[src/rtl/delay_pipe.sv]
// Stallable multi-tap delay line with per-sample valid tags and a run-time
// selectable delay; busy tracks the settle window after a delay change.
module delay_pipe #(
  parameter int WIDTH   = 38,
  parameter int MAX_DEL = 4,
  parameter int DEL_W   = 3
) (
  input  logic             clk,
  input  logic             rst_n,
  input  logic             en,
  input  logic             flush,
  input  logic [DEL_W-1:0] del_sel,
  input  logic [WIDTH-1:0] din,
  input  logic             din_valid,
  output logic [WIDTH-1:0] dout,
  output logic             dout_valid,
  output logic [DEL_W-1:0] del_cur,
  output logic             busy
);

  localparam logic [0:0]       RUN     = 1'b0;
  localparam logic [0:0]       SETTLE  = 1'b1;
  localparam logic [DEL_W-1:0] MAX_SEL = DEL_W'(MAX_DEL);

  logic [WIDTH-1:0] stageData_q [1:MAX_DEL];
  logic [WIDTH-1:0] stageData_d [1:MAX_DEL];
  logic [MAX_DEL:1] stageValid_q;
  logic [MAX_DEL:1] stageValid_d;
  logic [DEL_W-1:0] delCur_q;
  logic [DEL_W-1:0] delCur_d;
  logic [DEL_W-1:0] settleCnt_q;
  logic [DEL_W-1:0] settleCnt_d;
  logic [0:0]       state_q;
  logic [0:0]       state_d;

  logic [DEL_W-1:0] delReq;
  logic             delChange;
  logic             clearTags;

  // Out-of-range requests saturate to the deepest tap.
  always_comb begin
    delReq    = (del_sel > MAX_SEL) ? MAX_SEL : del_sel;
    delChange = (delReq != delCur_q);
    clearTags = flush | delChange;
  end

  // A delay change invalidates everything in flight so no stale sample
  // can appear valid at the new tap.
  always_comb begin
    stageData_d  = stageData_q;
    stageValid_d = stageValid_q;
    if (en) begin
      stageData_d[1]  = din;
      stageValid_d[1] = din_valid;
      for (int i = 2; i <= MAX_DEL; i++) begin
        stageData_d[i]  = stageData_q[i-1];
        stageValid_d[i] = stageValid_q[i-1];
      end
    end
    if (clearTags) begin
      stageValid_d = '0;
    end
  end

  always_comb begin
    delCur_d    = delCur_q;
    settleCnt_d = settleCnt_q;
    state_d     = state_q;
    if (delChange) begin
      delCur_d    = delReq;
      settleCnt_d = delReq;
      state_d     = (delReq != '0) ? SETTLE : RUN;
    end else if ((state_q == SETTLE) && en && (settleCnt_q != '0)) begin
      settleCnt_d = settleCnt_q - DEL_W'(1);
      if (settleCnt_q == DEL_W'(1)) begin
        state_d = RUN;
      end
    end
  end

  always_ff @(posedge clk) begin
    if (!rst_n) begin
      for (int i = 1; i <= MAX_DEL; i++) begin
        stageData_q[i] <= '0;
      end
      stageValid_q <= '0;
      delCur_q     <= '0;
      settleCnt_q  <= '0;
      state_q      <= RUN;
    end else begin
      for (int i = 1; i <= MAX_DEL; i++) begin
        stageData_q[i] <= stageData_d[i];
      end
      stageValid_q <= stageValid_d;
      delCur_q     <= delCur_d;
      settleCnt_q  <= settleCnt_d;
      state_q      <= state_d;
    end
  end

  // A zero delay bypasses the storage entirely.
  always_comb begin
    dout       = din;
    dout_valid = din_valid;
    for (int i = 1; i <= MAX_DEL; i++) begin
      if (delCur_q == DEL_W'(i)) begin
        dout       = stageData_q[i];
        dout_valid = stageValid_q[i];
      end
    end
  end

  assign del_cur = delCur_q;
  assign busy    = (state_q == SETTLE);

endmodule

[config.mk]
export PLATFORM = sky130hd
export DESIGN_NAME = delay_pipe
export DESIGN_NICKNAME = d
export VERILOG_FILES = /design/src/rtl/delay_pipe.sv
export SDC_FILE = /design/constraint.sdc
export NUM_CORES = 1
export LEC_CHECK = 0
export CAP_MARGIN = 5
export CORE_UTILIZATION = 51
export DETAILED_ROUTE_END_ITERATION = 12
export PLACE_DENSITY_LB_ADDON = 0.3
export SLEW_MARGIN = 20
export SYNTH_ARGS = -nofsm -noshare
export SYNTH_HDL_FRONTEND = slang
export SYNTH_SLANG_ARGS = --single-unit
[constraint.sdc]
create_clock -name clk -period 1.45 [get_ports clk]
set_input_delay 0.29 -clock clk [delete_from_list [all_inputs] [get_ports clk]]
set_output_delay 0.29 -clock clk [all_outputs]
set_load 0.1 [all_outputs]
==> flow_summary.yaml, run 1 <==
run_status:
  status: "complete, but fails checks"
  violations: "setup timing"
cells_and_area:
  final-instance-count-excl-fill: 1129
  antenna-diode-count: 0
  fin_nets: 981
  layout_cell_share_with_drive_strength_beyond_1_pct: 41.0
  fin_util_pct: 81.9
  areaGrowthSynthToFinish_pct: 56.1
  layout.cells.most_common_list: "sky130_fd_sc_hd__mux2i_1, sky130_fd_sc_hd__nor2_1, sky130_fd_sc_hd__dfxtp_1"
sta:
  final_max_slew_viol_count: 0
  fin_worst_skew_ns: 0.00515
  finalWorstPathRequiredPeriod_ns: 2.28
  maxSlewHeadroom_pct: 70.4
  f_max_ghz: 0.439
  setup-violations-final: 50
  report.final.hold_viol_count: 0
  rsz_0062_raised_after_global_routing: "yes"
  worst_slack_ns: -0.829
  period_share_pct: 157
  worst_hold_slack_ns: 0.336
  tightestPinTransition_ns: 0.439
synth:
  ys.flop_type: "sky130_fd_sc_hd__dfxtp_1"
  yosysTopAreaCell: "sky130_fd_sc_hd__dfxtp_1"
  syn-mean-instance-area_um2: 10.4
  synth_seq_area_share_pct: 42.8
  synth_top_cell_area_share_pct: 42.8
  synth_cells: 732
  ys_types: 36
  leading_cell_types_by_total_area_after_synthesis: "sky130_fd_sc_hd__dfxtp_1, sky130_fd_sc_hd__mux2i_1, sky130_fd_sc_hd__mux4_2"
  asyncSetResetFlopFracSynth_pct: 0
  syn_nets: 781
  yosys_warnings: 0
  syn-cell-area_um2: 7620
  synth_edf_count: 0
  synth.ff_latch_count: 163
routing:
  ant_nets: 0
  drc: 0
  dr.pass1.iters: 6
  route.detailed.vias_per_inst: 5.58
  vias: 6297
  post_drt_wl_per_cell_um: 18.3
  sum_of_routed_wire_length_over_all_layers_mm: 20.7
  drt_first_iter_violations: 337
critical_path:
  rr_worst_depth: 9
  worst_r2r_setup_slack_ns: -0.52
  critical_path.max_fanout: 18
  timing.critical_path.to_type: "primary output"
  criticalPathCategory: "register to primary output"
  timing.critical_path.from: "del_cur[1]"
  worst_setup_path_start_kind: "register"
  data_arrival_at_the_endpoint_of_the_critical_path_ns: 1.99
  regToRegEndpoint: "settleCnt_q[1]"
  r2r_start: "del_cur[0]"
  crit_required_ns: 1.16
clocking:
  clockBufferDepth: 2
  clk_transition_reported_paths_ns: 0.06
  post_cts_hold_buffer_count: 0
  insertion_delay_ns: 0.43
  numCtsBuffers: 17
  tritoncts: "done"
  clock_tree.root_cell: "sky130_fd_sc_hd__clkbuf_16"
  htree_levels: 4
  cts.sinks: 163
global_route:
  grt_start_max_net_pins: 61
  antenna_found_initial: 0
  wire_length_of_the_first_global_routing_pass_mm: 33.0
  global_route.usage.total_pct: 26.6
  global_route.overflow_total: 0
  first_global_vias: 6709
floorplan:
  core_region_area_um2: 14500
  dieArea_um2: 15400
  ioPinCount: 89
  die_w_um: 124
  core.rowCount: 44
  initial_core_util_pct: 52.5
  die_height_um: 124
power:
  leakage_power_of_the_design_nw: 5.00
  power-per-cell-area_nw_per_um2: 1070
  irDropWorstVdd_uv: 934
  total_power_mw: 12.7
worst_hold_path:
  timing.hold.worst_path_depth: 4
  timing.hold.worst.start: "en"
  min_delay_worst_endpoint: "busy"
  holdCritPathClass: "input port to register"
placed_design:
  finalWeightedCongestion: 0.792
  post-place-ws_ns: -0.505
  dp_cells: 1081
  count_of_input_and_output_buffers: 88
  post_dp_hpwl_mm: 12.8
job:
  maxCapViolations: 0
==> what timing repair did <==
item	CTS	global route
pin swaps	2	11
cloned	4	1
gates resized for setup	75	30
buffers inserted	8	4
endpoints found under the setup margin	50	50
==> kinds of logic (layout without fill, tap and decap cells) <==
group,after synthesis,in the layout,share of synthesized area [%]
compound gates,49,49,3.48
xor+xnor,2,2,0.328
fa+ha+maj,3,3,0.492
buf+inv,63,276,4.20
flops,163,163,42.8
mux,235,235,37.4
simple gates,217,217,11.3
==> state kept, by name, summed over array words and instances (netlist names) <==
register and cells:
settleCnt_q 3, del_cur 3, stageValid_q 4, stageData_q 152, busy 1
==> metal layers <==
metal	part of all wire (%)	vias up	GRT usage [%]	wire length (um)
met2	53	158	47.5	11100
met4	2.0	0	10.8	415
met3	4.0	36	6.06	833
met5	0	-	0	0
li1	-	2968	-	-
met1	41	3135	30.6	8390
==> through the flow <==
step	cell area, um2	TNS, ns
floorplan	8170	-23.37
finish	11900	-35.17
global placement	10600	-33.96
detailed placement	10600	-39.85
CTS	11700	-32.21
global route	11900	-37.80
==> synthesized netlist by cell type (2+ instances only) <==
cell type	number
sky130_fd_sc_hd__buf_4	9
sky130_fd_sc_hd__nand2_1	4
sky130_fd_sc_hd__mux4_2	37
sky130_fd_sc_hd__mux4_1	2
sky130_fd_sc_hd__inv_1	5
sky130_fd_sc_hd__buf_6	3
sky130_fd_sc_hd__dfxtp_1	163
sky130_fd_sc_hd__mux2i_1	195
sky130_fd_sc_hd__nor3_1	2
sky130_fd_sc_hd__buf_1	5
sky130_fd_sc_hd__o21ai_0	3
sky130_fd_sc_hd__a21oi_1	41
sky130_fd_sc_hd__buf_2	22
sky130_fd_sc_hd__ha_1	3
sky130_fd_sc_hd__nor2_1	199
sky130_fd_sc_hd__clkbuf_1	19
==> critical path, cell delays in order (launching register included) <==
cell,delay [ns]
sky130_fd_sc_hd__dfxtp_4,0.40
sky130_fd_sc_hd__buf_6,0.13
sky130_fd_sc_hd__nor2_4,0.16
sky130_fd_sc_hd__buf_12,0.24
sky130_fd_sc_hd__mux2i_1,0.11
sky130_fd_sc_hd__buf_4,0.15
sky130_fd_sc_hd__a21oi_4,0.15
sky130_fd_sc_hd__buf_12,0.19
==> worst max-delay path by stage <==
stage                     to  slack, ns  depth (start not counted)
detailed placement  dout[27]      -0.51                          5
global route        dout[27]      -0.90                          7
finish              dout[27]      -0.83                          7
CTS                 dout[27]      -0.82                          7
global placement    dout[27]      -0.49                          5
floorplan           dout[10]      -0.60                          5
==> cell type report <==
type,instances,area (um2)
well taps,184,230
inverters,5,21.3
flip-flops and latches,163,3280
multi-input cells,506,4920
clock inverters,9,128
repair buffers,239,2840
clock buffers,23,478
fillers,757,2630
==> power breakdown <==
group	switching, mW	leakage (nW)	internal, mW	total [mW]
Combinational	1.91	3.38	1.49	3.39
Clock	1.80	0.301	2.84	4.64
Sequential	0.103	1.33	4.61	4.72
(Power assumes the default switching activity.)
==> inputs of run 2 (changes only) <==
- CTS_CLUSTER_SIZE: not set -> 10
- SLEW_MARGIN: 20 -> 0
==> results of run 2 <==
Same layout as run 1: the final DEF is identical, and so are final timing and power.
==> inputs of run 3 (changes only) <==
- PLACE_DENSITY: not set -> 0.83
- PLACE_DENSITY_LB_ADDON: 0.3 -> not set
==> flow_summary.yaml, run 3 (synthesis gave the netlist of run 1 again) <==
run_status:
  status: "complete, but fails checks"
  violations: "setup timing"
cells_and_area:
  max_flop_register: "stageData_q"
  biggestRegsByFlops: "stageData_q: 152 flops, stageValid_q: 4 flops"
  layout_cell_share_with_drive_strength_beyond_1_pct: 41.3
  areaGrowthSynthToFinish_pct: 59.0
  fin_util_pct: 83.4
  max_ffs_per_register: 152
  fin_nets: 971
  finalInstanceArea_um2: 12100
  layout.cells.most_common_list: "sky130_fd_sc_hd__mux2i_1, sky130_fd_sc_hd__dfxtp_1, sky130_fd_sc_hd__nor2_1"
  antenna-diode-count: 0
power:
  irDropWorstVdd_uv: 901
  total_power_mw: 13.3
  power-per-cell-area_nw_per_um2: 1100
  leakage_power_of_the_design_nw: 5.00
global_route:
  global_route.usage.total_pct: 30.3
  wire_length_of_the_first_global_routing_pass_mm: 36.6
  grt_start_max_net_pins: 69
  global_route.overflow_total: 0
  first_global_vias: 7013
  antenna_found_initial: 0
sta:
  finalWorstPathRequiredPeriod_ns: 2.30
  maxSlewHeadroom_pct: 66.4
  f_max_ghz: 0.434
  worst_slack_ns: -0.853
  period_share_pct: 159
  report.final.hold_viol_count: 0
  fin_worst_skew_ns: 0.00752
  setup-violations-final: 50
  tightestPinTransition_ns: 0.504
  final_max_slew_viol_count: 0
  rsz_0062_raised_after_global_routing: "yes"
floorplan:
  ioPinCount: 89
  core_region_area_um2: 14500
  core.rowCount: 44
  die_w_um: 124
  initial_core_util_pct: 52.5
  die_height_um: 124
  dieArea_um2: 15400
worst_hold_path:
  timing.hold.worst.start: "en"
  holdCritPathClass: "input port to register"
routing:
  ant_nets: 0
  sum_of_routed_wire_length_over_all_layers_mm: 24.2
  dr.pass1.iters: 5
  drc: 0
  drt_first_iter_violations: 386
  route.detailed.vias_per_inst: 5.87
  post_drt_wl_per_cell_um: 21.6
  vias: 6564
placed_design:
  count_of_input_and_output_buffers: 88
  post_dp_hpwl_mm: 13.0
  dpl-instance-area_um2: 10400
  finalWeightedCongestion: 0.814
critical_path:
  number_of_stages_on_the_worst_setup_path: 6
  worst-path-buf-inv: 3
  critical_path.max_fanout: 5
  rr_worst_depth: 8
  timing.critical_path.from: "del_cur[0]"
  criticalPathCategory: "register to primary output"
  cpLargestDelayFamily: "multiplexers"
  critPathMaxStageDelay_ns: 0.54
  worst_setup_path_start_kind: "register"
  timing.critical_path.to_type: "primary output"
  regToRegEndpoint: "settleCnt_q[0]"
  r2r_start: "del_cur[0]"
  data_arrival_at_the_endpoint_of_the_critical_path_ns: 2.01
  worst_r2r_setup_slack_ns: -0.54
  destination_of_the_critical_timing_path: "dout[34]"
  worstPathCellList: "buf_8, buf_4, mux4_2, nor2_2, a21oi_4, buf_12"
  timing.critical_path.slowest_stage_cell: "sky130_fd_sc_hd__mux4_2"
  crit_required_ns: 1.16
clocking:
  htree_levels: 4
  clock_tree.root_cell: "sky130_fd_sc_hd__clkbuf_16"
  insertion_delay_ns: 0.43
  cts.sinks: 163
  tritoncts: "done"
  clk_transition_reported_paths_ns: 0.06
  numCtsBuffers: 17
  clockBufferDepth: 2
job:
  maxCapViolations: 0
## run 3: how the worst min path moves through the flow
stage | end | slack (ns) | cells after the start
3_5_place_dp | stageData_q[16] | 0.49 | 2
2_1_floorplan | del_cur[0] | 0.36 | 1
3_3_place_gp | stageData_q[33] | 0.47 | 2
6_report | busy | 0.34 | 4
5_1_grt | busy | 0.36 | 4
4_1_cts | busy | 0.31 | 4
## run 3: layer usage
metal / global-route usage [%] / vias up / part of all wire (%)
met5: 0 / - / 0
met4: 15.2 / 0 / 3.8
met3: 6.70 / 71 / 4.6
met2: 55.7 / 239 / 54
met1: 32.5 / 3294 / 37
li1: - / 2960 / -
## run 3: power breakdown
part	total, mW	internal, mW	switching [mW]
Combinational	3.53	1.52	2.01
Sequential	4.74	4.61	0.122
Clock	5.08	3.25	1.83
Total	13.3	9.39	3.96
## run 3: repair_timing
item | 4_1_cts | 5_1_grt
hold endpoints to repair | 0 | 0
endpoints found under the setup margin | 50 | 50
cloned | 4 | 2
pin swaps | 7 | 10
buffers inserted | 10 | 10
resized for setup | 140 | 20
hold buffers | 0 | 0
## run 3: cell type report
class,instances,area (um2)
Clock inverter,11,206
Tap cell,184,230
Clock buffer,20,447
Multi-Input combinational cell,506,5180
Inverter,5,21.3
Fill cell,720,2410
Timing Repair Buffer,229,2760
Sequential cell,163,3280
## run 3: worst register-to-register path, cell delays in order, from the launching register on
cell and delay [ns]:
sky130_fd_sc_hd__dfxtp_4 0.37, sky130_fd_sc_hd__buf_12 0.13, sky130_fd_sc_hd__buf_4 0.17, sky130_fd_sc_hd__buf_6 0.13
sky130_fd_sc_hd__buf_4 0.14, sky130_fd_sc_hd__xor2_2 0.22, sky130_fd_sc_hd__and4bb_4 0.30, sky130_fd_sc_hd__or3b_1 0.39
sky130_fd_sc_hd__o31ai_1 0.07
## run 3: per-stage QoR
step	TNS (ns)	worst slack (ns)	hold slack [ns]	instances
2_1_floorplan	-23.37	-0.604	0.364	732
5_1_grt	-37.61	-0.878	0.355	1118
4_1_cts	-31.63	-0.800	0.313	1107
3_3_place_gp	-25.15	-0.489	0.472	1063
6_report	-35.17	-0.853	0.344	1118
3_5_place_dp	-30.61	-0.507	0.490	1063
